==> src/rtl/instr_fetch_queue_pkg.sv <==
// Shared types and constants for the instruction fetch queue.
// Each queue entry pairs a fetched word with the PC it came from.
package instr_fetch_queue_pkg;

    localparam int          PC_WIDTH       = 32;
    localparam int          INSTR_WIDTH    = 32;
    localparam logic [31:0] NOP_INSTR      = 32'h0000_0000;
    localparam int          INSTR_TYPE_MSB = 31;
    localparam int          INSTR_TYPE_LSB = 27;

    typedef struct packed {
        logic [PC_WIDTH-1:0]    pc;
        logic [INSTR_WIDTH-1:0] instr;
    } fetch_entry_t;

    function automatic fetch_entry_t make_entry(input logic [PC_WIDTH-1:0]    pc,
                                                input logic [INSTR_WIDTH-1:0] instr);
        fetch_entry_t e;
        e.pc    = pc;
        e.instr = instr;
        return e;
    endfunction

endpackage

==> src/rtl/instr_fetch_queue_if.sv <==
// Fetch-queue bus: memory read port 0, redirect input and issue-stage handshake.
// The master side is the fetch queue; the slave side is the surrounding core.
interface instr_fetch_queue_if #(
    parameter int DEPTH = 4
);
    localparam int OCC_W = $clog2(DEPTH) + 1;

    logic             fetch_en;
    logic [31:0]      imem_raddr;
    logic [31:0]      imem_rdata;
    logic             redirect_valid;
    logic [31:0]      redirect_pc;
    logic             issue_ready;
    logic             issue_valid;
    logic [31:0]      issue_instr;
    logic [31:0]      issue_pc;
    logic [OCC_W-1:0] occupancy;

    modport master (
        input  fetch_en, imem_rdata, redirect_valid, redirect_pc, issue_ready,
        output imem_raddr, issue_valid, issue_instr, issue_pc, occupancy
    );

    modport slave (
        output fetch_en, imem_rdata, redirect_valid, redirect_pc, issue_ready,
        input  imem_raddr, issue_valid, issue_instr, issue_pc, occupancy
    );

endinterface

==> src/rtl/fetch_fifo_storage.sv <==
// In-order DEPTH-entry storage for {pc, instr} pairs with read/write pointers and count.
// Entry contents are never reset; only pointers and count are, so head is meaningful only when count != 0.
module fetch_fifo_storage
    import instr_fetch_queue_pkg::*;
#(
    parameter int DEPTH = 4
) (
    input  logic                     clk,
    input  logic                     rst,
    input  logic                     clr,
    input  logic                     push,
    input  logic                     pop,
    input  fetch_entry_t             wdata,
    output fetch_entry_t             head,
    output logic [$clog2(DEPTH):0]   count
);

    localparam int PTR_W = $clog2(DEPTH);
    localparam int CNT_W = PTR_W + 1;

    fetch_entry_t     mem_r [DEPTH];
    logic [PTR_W-1:0] rd_ptr_r;
    logic [PTR_W-1:0] wr_ptr_r;
    logic [CNT_W-1:0] count_r;
    logic             pop_ok_s;
    logic             push_ok_s;
    logic             full_s;

    // Guard the handshakes locally so no caller can underflow or overflow the array.
    assign full_s    = (count_r == CNT_W'(DEPTH));
    assign pop_ok_s  = pop & (count_r != {CNT_W{1'b0}});
    assign push_ok_s = push & (~full_s | pop_ok_s);

    // Entry write port; storage is deliberately left out of reset.
    always_ff @(posedge clk) begin
        if (push_ok_s & ~clr & ~rst) begin
            mem_r[wr_ptr_r] <= wdata;
        end
    end

    // Pointer and occupancy bookkeeping; clear wins over any push or pop.
    always_ff @(posedge clk) begin
        if (rst | clr) begin
            rd_ptr_r <= {PTR_W{1'b0}};
            wr_ptr_r <= {PTR_W{1'b0}};
            count_r  <= {CNT_W{1'b0}};
        end else begin
            if (push_ok_s) begin
                wr_ptr_r <= wr_ptr_r + PTR_W'(1);
            end
            if (pop_ok_s) begin
                rd_ptr_r <= rd_ptr_r + PTR_W'(1);
            end
            case ({push_ok_s, pop_ok_s})
                2'b10:   count_r <= count_r + CNT_W'(1);
                2'b01:   count_r <= count_r - CNT_W'(1);
                default: count_r <= count_r;
            endcase
        end
    end

    assign head  = mem_r[rd_ptr_r];
    assign count = count_r;

endmodule

==> src/rtl/instr_fetch_queue.sv <==
// Fetch stage: owns the PC, reads memory port 0 with it and queues {pc, word} for issue.
// A redirect flushes the queue and reloads the PC; issue outputs come only from stored entries.
module instr_fetch_queue
    import instr_fetch_queue_pkg::*;
#(
    parameter int          DEPTH    = 4,
    parameter logic [31:0] RESET_PC = 32'h0000_0000
) (
    input  logic                  clk,
    input  logic                  rst,
    instr_fetch_queue_if.master   bus
);

    localparam int CNT_W = $clog2(DEPTH) + 1;

    logic [PC_WIDTH-1:0] fetch_pc_r;
    logic [CNT_W-1:0]    count_s;
    fetch_entry_t        head_s;
    fetch_entry_t        wentry_s;
    logic                valid_s;
    logic                full_s;
    logic                pop_s;
    logic                push_s;

    assign valid_s  = (count_s != {CNT_W{1'b0}});
    assign full_s   = (count_s == CNT_W'(DEPTH));
    assign pop_s    = valid_s & bus.issue_ready;
    // A full queue still accepts a word in a cycle where the head leaves.
    assign push_s   = bus.fetch_en & ~bus.redirect_valid & (~full_s | pop_s);
    assign wentry_s = make_entry(fetch_pc_r, bus.imem_rdata);

    fetch_fifo_storage #(
        .DEPTH (DEPTH)
    ) u_storage (
        .clk   (clk),
        .rst   (rst),
        .clr   (bus.redirect_valid),
        .push  (push_s),
        .pop   (pop_s),
        .wdata (wentry_s),
        .head  (head_s),
        .count (count_s)
    );

    // Program counter: reset, then redirect, then sequential advance (wraps at 2^32).
    always_ff @(posedge clk) begin
        if (rst) begin
            fetch_pc_r <= RESET_PC;
        end else if (bus.redirect_valid) begin
            fetch_pc_r <= bus.redirect_pc;
        end else if (push_s) begin
            fetch_pc_r <= fetch_pc_r + 32'd1;
        end else begin
            fetch_pc_r <= fetch_pc_r;
        end
    end

    // Mask the head so an empty queue presents a NO-OP at PC 0.
    always_comb begin
        bus.issue_instr = NOP_INSTR;
        bus.issue_pc    = 32'h0000_0000;
        if (valid_s) begin
            bus.issue_instr = head_s.instr;
            bus.issue_pc    = head_s.pc;
        end else begin
            bus.issue_instr = NOP_INSTR;
            bus.issue_pc    = 32'h0000_0000;
        end
    end

    assign bus.imem_raddr  = fetch_pc_r;
    assign bus.issue_valid = valid_s;
    assign bus.occupancy   = count_s;

endmodule

==> src/flat_wrapper.sv <==
// flat-port wrapper written by rule: the top's interface ports become plain ports
module instr_fetch_queue_flat import instr_fetch_queue_pkg::*;
#(
    parameter int          DEPTH    = 4,
    parameter logic [31:0] RESET_PC = 32'h0000_0000
)
  (clk, rst, bus_fetch_en, bus_imem_rdata, bus_redirect_valid, bus_redirect_pc, bus_issue_ready, bus_imem_raddr, bus_issue_valid, bus_issue_instr, bus_issue_pc, bus_occupancy);
  instr_fetch_queue_if #(.DEPTH(DEPTH)) bus_i ();
  input  logic clk;
  input  logic rst;
  input wire logic [$bits(bus_i.fetch_en)-1:0] bus_fetch_en;
  input wire logic [$bits(bus_i.imem_rdata)-1:0] bus_imem_rdata;
  input wire logic [$bits(bus_i.redirect_valid)-1:0] bus_redirect_valid;
  input wire logic [$bits(bus_i.redirect_pc)-1:0] bus_redirect_pc;
  input wire logic [$bits(bus_i.issue_ready)-1:0] bus_issue_ready;
  output wire logic [$bits(bus_i.imem_raddr)-1:0] bus_imem_raddr;
  output wire logic [$bits(bus_i.issue_valid)-1:0] bus_issue_valid;
  output wire logic [$bits(bus_i.issue_instr)-1:0] bus_issue_instr;
  output wire logic [$bits(bus_i.issue_pc)-1:0] bus_issue_pc;
  output wire logic [$bits(bus_i.occupancy)-1:0] bus_occupancy;
  assign bus_i.fetch_en = bus_fetch_en;
  assign bus_i.imem_rdata = bus_imem_rdata;
  assign bus_i.redirect_valid = bus_redirect_valid;
  assign bus_i.redirect_pc = bus_redirect_pc;
  assign bus_i.issue_ready = bus_issue_ready;
  assign bus_imem_raddr = bus_i.imem_raddr;
  assign bus_issue_valid = bus_i.issue_valid;
  assign bus_issue_instr = bus_i.issue_instr;
  assign bus_issue_pc = bus_i.issue_pc;
  assign bus_occupancy = bus_i.occupancy;
  instr_fetch_queue #(.DEPTH(DEPTH), .RESET_PC(RESET_PC)) u_core (.clk(clk), .rst(rst), .bus(bus_i));
endmodule
==> config.mk <==
export PLATFORM = sky130hd
export DESIGN_NAME = instr_fetch_queue_flat
export DESIGN_NICKNAME = d
export VERILOG_FILES = /design/src/rtl/instr_fetch_queue_pkg.sv /design/src/rtl/instr_fetch_queue_if.sv /design/src/rtl/fetch_fifo_storage.sv /design/src/rtl/instr_fetch_queue.sv /design/src/flat_wrapper.sv
export SDC_FILE = /design/constraint.sdc
export NUM_CORES = 1
export LEC_CHECK = 0
export CORE_MARGIN = 4
export CORE_UTILIZATION = 43
export CTS_CLUSTER_DIAMETER = 100
export DETAILED_ROUTE_END_ITERATION = 12
export PLACE_DENSITY_LB_ADDON = 0.1
export SETUP_SLACK_MARGIN = 0.4
export SLEW_MARGIN = 15
export SYNTH_ARGS = -nofsm -noshare
export SYNTH_HDL_FRONTEND = slang
export SYNTH_HIERARCHICAL = 1
export SYNTH_SLANG_ARGS = --single-unit
==> constraint.sdc <==
create_clock -name clk -period 4.3 [get_ports clk]
set_input_delay 0.86 -clock clk [delete_from_list [all_inputs] [get_ports clk]]
set_output_delay 0.86 -clock clk [all_outputs]
set_load 0.05 [all_outputs]
==> results of run 1 <==
==> layout by cell type (no fill, tap or decap), drive strengths merged, types with 2 or more instances in the layout <==
cell           netlist  routed
o22ai                2       2
a311oi               5       5
mux4                64      64
o21ai                6       6
nor4                11      11
xor2                 5       5
nand2               23      23
nor4b                2       2
ha                   5       5
and2                70      70
nor3                10      10
or3                  4       4
dfxtp               41      41
nand4               15      15
o21a                 3       3
nand3               12      12
clkbuf              21      35
nor2                27      27
o21bai               3       3
clkdlybuf4s50        0     168
bufinv               0       2
buf                 18      21
edfxtp             256     256
and3                 3       3
a21oi               11      11
and4                 5       5
or2                  4       4
a211oi              15      15
clkinvlp             0       2
inv                  9      10
xnor2               24      24
mux2i                3       3
clkinv               1      16
==> metrics by stage <==
step	hold WS [ns]	util, %	instances	power, mW
final	0.508	54.9	1272	6.00
after global routing	0.527	54.9	1272	6.20
after CTS	0.511	54.9	1272	6.06
after detailed placement	0.491	51.4	1216	3.61
after global placement	0.495	51.4	1216	3.60
after floorplan	0.485	-	690	3.44
==> where the power goes <==
part	total [mW]	switching [mW]	internal (mW)
logic	0.326	0.185	0.141
registers	3.22	0.0582	3.17
clock network	2.45	1.02	1.43
total	6.00	1.26	4.73
==> layer usage <==
layer	part of all wire [%]	vias up
li1	-	3072
met1	44	3439
met2	48	227
met3	5.8	31
met4	1.6	0
met5	0	-
==> repair_timing <==
action,CTS,global route
setup endpoints to repair,26,0
buffers inserted,1,0
resized for setup,0,0
hold buffers,0,0
==> worst max-delay path, stage by stage (launching register included) <==
cell	delay, ns
sky130_fd_sc_hd__dfxtp_4	0.79
sky130_fd_sc_hd__buf_4	0.37
sky130_fd_sc_hd__mux4_2	0.34
sky130_fd_sc_hd__and2_1	0.17
sky130_fd_sc_hd__clkdlybuf4s50_1	0.70
==> flip-flops by register name (all words and copies together), names as in the netlist, named ones only <==
signal and cells:
u_core/u_storage/mem_r 256, u_core/u_storage/count 3, u_core/u_storage/wr_ptr_r 2, u_core/bus.imem_raddr 32, u_core/u_storage/rd_ptr_r 2
==> cell type report <==
| class | count | area [sq um] | area share [%] |
|---|---|---|---|
| repair buffers | 189 | 1940 | 12.7 |
| clock buffers | 35 | 791 | 5.19 |
| inverters | 10 | 37.5 | 0.246 |
| multi-input cells | 343 | 3340 | 21.9 |
| clock inverters | 20 | 149 | 0.977 |
| well taps | 378 | 473 | 3.10 |
| flip-flops and latches | 297 | 8520 | 55.9 |
==> logic make-up (layout without fill, tap and decap cells) <==
kind of cell    count (synthesis)  in the layout  synth area share (%)
compound gates                 49             49                  2.75
buf+inv                        50            254                  2.33
mux                            67             67                  12.1
flops                         297            297                  70.2
fa+ha+maj                       6              6                 0.681
xor+xnor                       29             29                  2.10
simple gates                  192            192                  9.79
==> final timing paths <==
path,end,slack (ns),depth (start not counted)
min,u_core/u_storage/mem_r[2][46],0.51,0
max,bus_issue_instr[31],0.54,4
min reg2reg,u_core/u_storage/mem_r[2][46],0.51,0
max reg2reg,u_core/u_storage/count[2],1.28,9
==> results.cfg, run 1 <==
[synthesis]
ys_seq_area_share_pct = 70.2
synthDominantCellAreaShare_pct = 63.4
yosys_register_bits = 297
asyncSetResetFlopFracSynth_pct = 0
synth_cells = 690
yosys_most_used_dff = sky130_fd_sc_hd__edfxtp_1
post_synth_instance_area_sq_mm = 0.0121
synth_area_leaders = sky130_fd_sc_hd__edfxtp_1 (63%), sky130_fd_sc_hd__mux4_2 (12%), sky130_fd_sc_hd__dfxtp_1 (6.8%)
synth_fp_nets = 765
yosysWarningCount = 6
post_synth_edffs = 256
netlist_top_cells_count = sky130_fd_sc_hd__edfxtp_1 (256), sky130_fd_sc_hd__and2_1 (70), sky130_fd_sc_hd__mux4_2 (64), sky130_fd_sc_hd__dfxtp_1 (41), sky130_fd_sc_hd__nor2_1 (27)
netlist.top_cell.by_area = sky130_fd_sc_hd__edfxtp_1
synth.distinct_cells = 54
syn_avg_cell_area_sq_um = 17.6
post-synth-top-count-cell = sky130_fd_sc_hd__edfxtp_1

[floorplanning]
floorplan.initialDensity_pct = 43.6
fp.dieW_um = 176
std_cell_rows = 61
die_area_sq_mm = 0.0309
floorplan.core_area_sq_mm = 0.0278
floorplan.io_pins = 169
die_height_um = 176

[route]
drt_first_pass_iters = 5
drtIter0Drc = 475
final_antenna_net_count = 0
drt-total-wl_um = 26900
routed_via_density = 5.32
remaining_drc_errors = 0
post_drt_wl_per_cell_um = 21.2
routed-via-count = 6769

[layout]
area_growth_pct = 25.8
num_antenna_cells = 0
fillerInstances = 2230
final_layout_size_suffix_gt1_share_pct = 17.4
num-nets-final = 946
layout.cell_area.non_filler_sq_mm = 0.0152

[critical_path]
critical_path.max_fanout = 43
worstReg2RegStart = u_core/u_storage/count[0]
worst_ep_required_time_ns = 3.44
end_kind = output pin
critPathArrivalTime_ns = 2.90
nature_of_the_critical_path_startpoint = register
critPathKind = register to output pin

[clock_tree]
total_cts_buffers = 30
clock_tree.root_cell = sky130_fd_sc_hd__clkbuf_16
tritoncts_clock_tree = built
insertion_delay_ns = 0.54
clk_pin_slew_ns = 0.06
htree_levels = 1
max-clock-path-buffers = 3
numClockSinks = 297

[outcome]
outcome = completed

[grt]
grt-ovfl-total = 0
first_global_vias = 7210
global_route.usage.met3_pct = 3.25
global_route_usage_over_all_layers_pct = 17.4
grt_start_max_net_pins = 57
groute.layer.met2.usage_pct = 28.7
antenna_found_initial = 0
busiest_layer = met2
first_pass_grt_wire_length_um = 41900
grt.met1_usage_pct = 24.2

[timing]
fin_crit_sh_pct = 87.5
max_slew.worst_pin.slew_ns = 0.720
clock-skew-final_ns = 0.0141
final_critical_path_setup_slack_ns = 0.539
unrepaired_setup_endpoints_after_global_routing = false
final_period_minus_worst_setup_slack_ns = 3.76
maxClockFrequency_ghz = 0.266
setup_viol = 0
slew_headroom_pct = 51.7
setup_tns_ns = 0
maxSlewViolCount = 0
timing.final.hold_violations = 0

[min_path]
timing.hold.worst.class = register to register
worstHoldStart = u_core/bus.imem_raddr[14]

[placed_design]
finalWeightedCongestion = 0.831
dp_hpwl_um = 17700
port_buffers = 168
place_area_sq_mm = 0.0143
dp_slack_ns = 0.660

[pwr]
ratio_of_total_power_to_cell_area_mw_per_mm2 = 393
irDropWorstVdd_mv = 0.310
leakage_power_of_the_design_nw = 4.82

[job]
max-cap-violations = 0
No activity file was read; power rests on OpenSTA's default activity.
==> run 2, diff against run 1 <==
- ABC_CLOCK_PERIOD_IN_PS: not set -> 4300
==> results of run 2 <==
No change in the layout: final DEF, timing and power equal those of run 1.
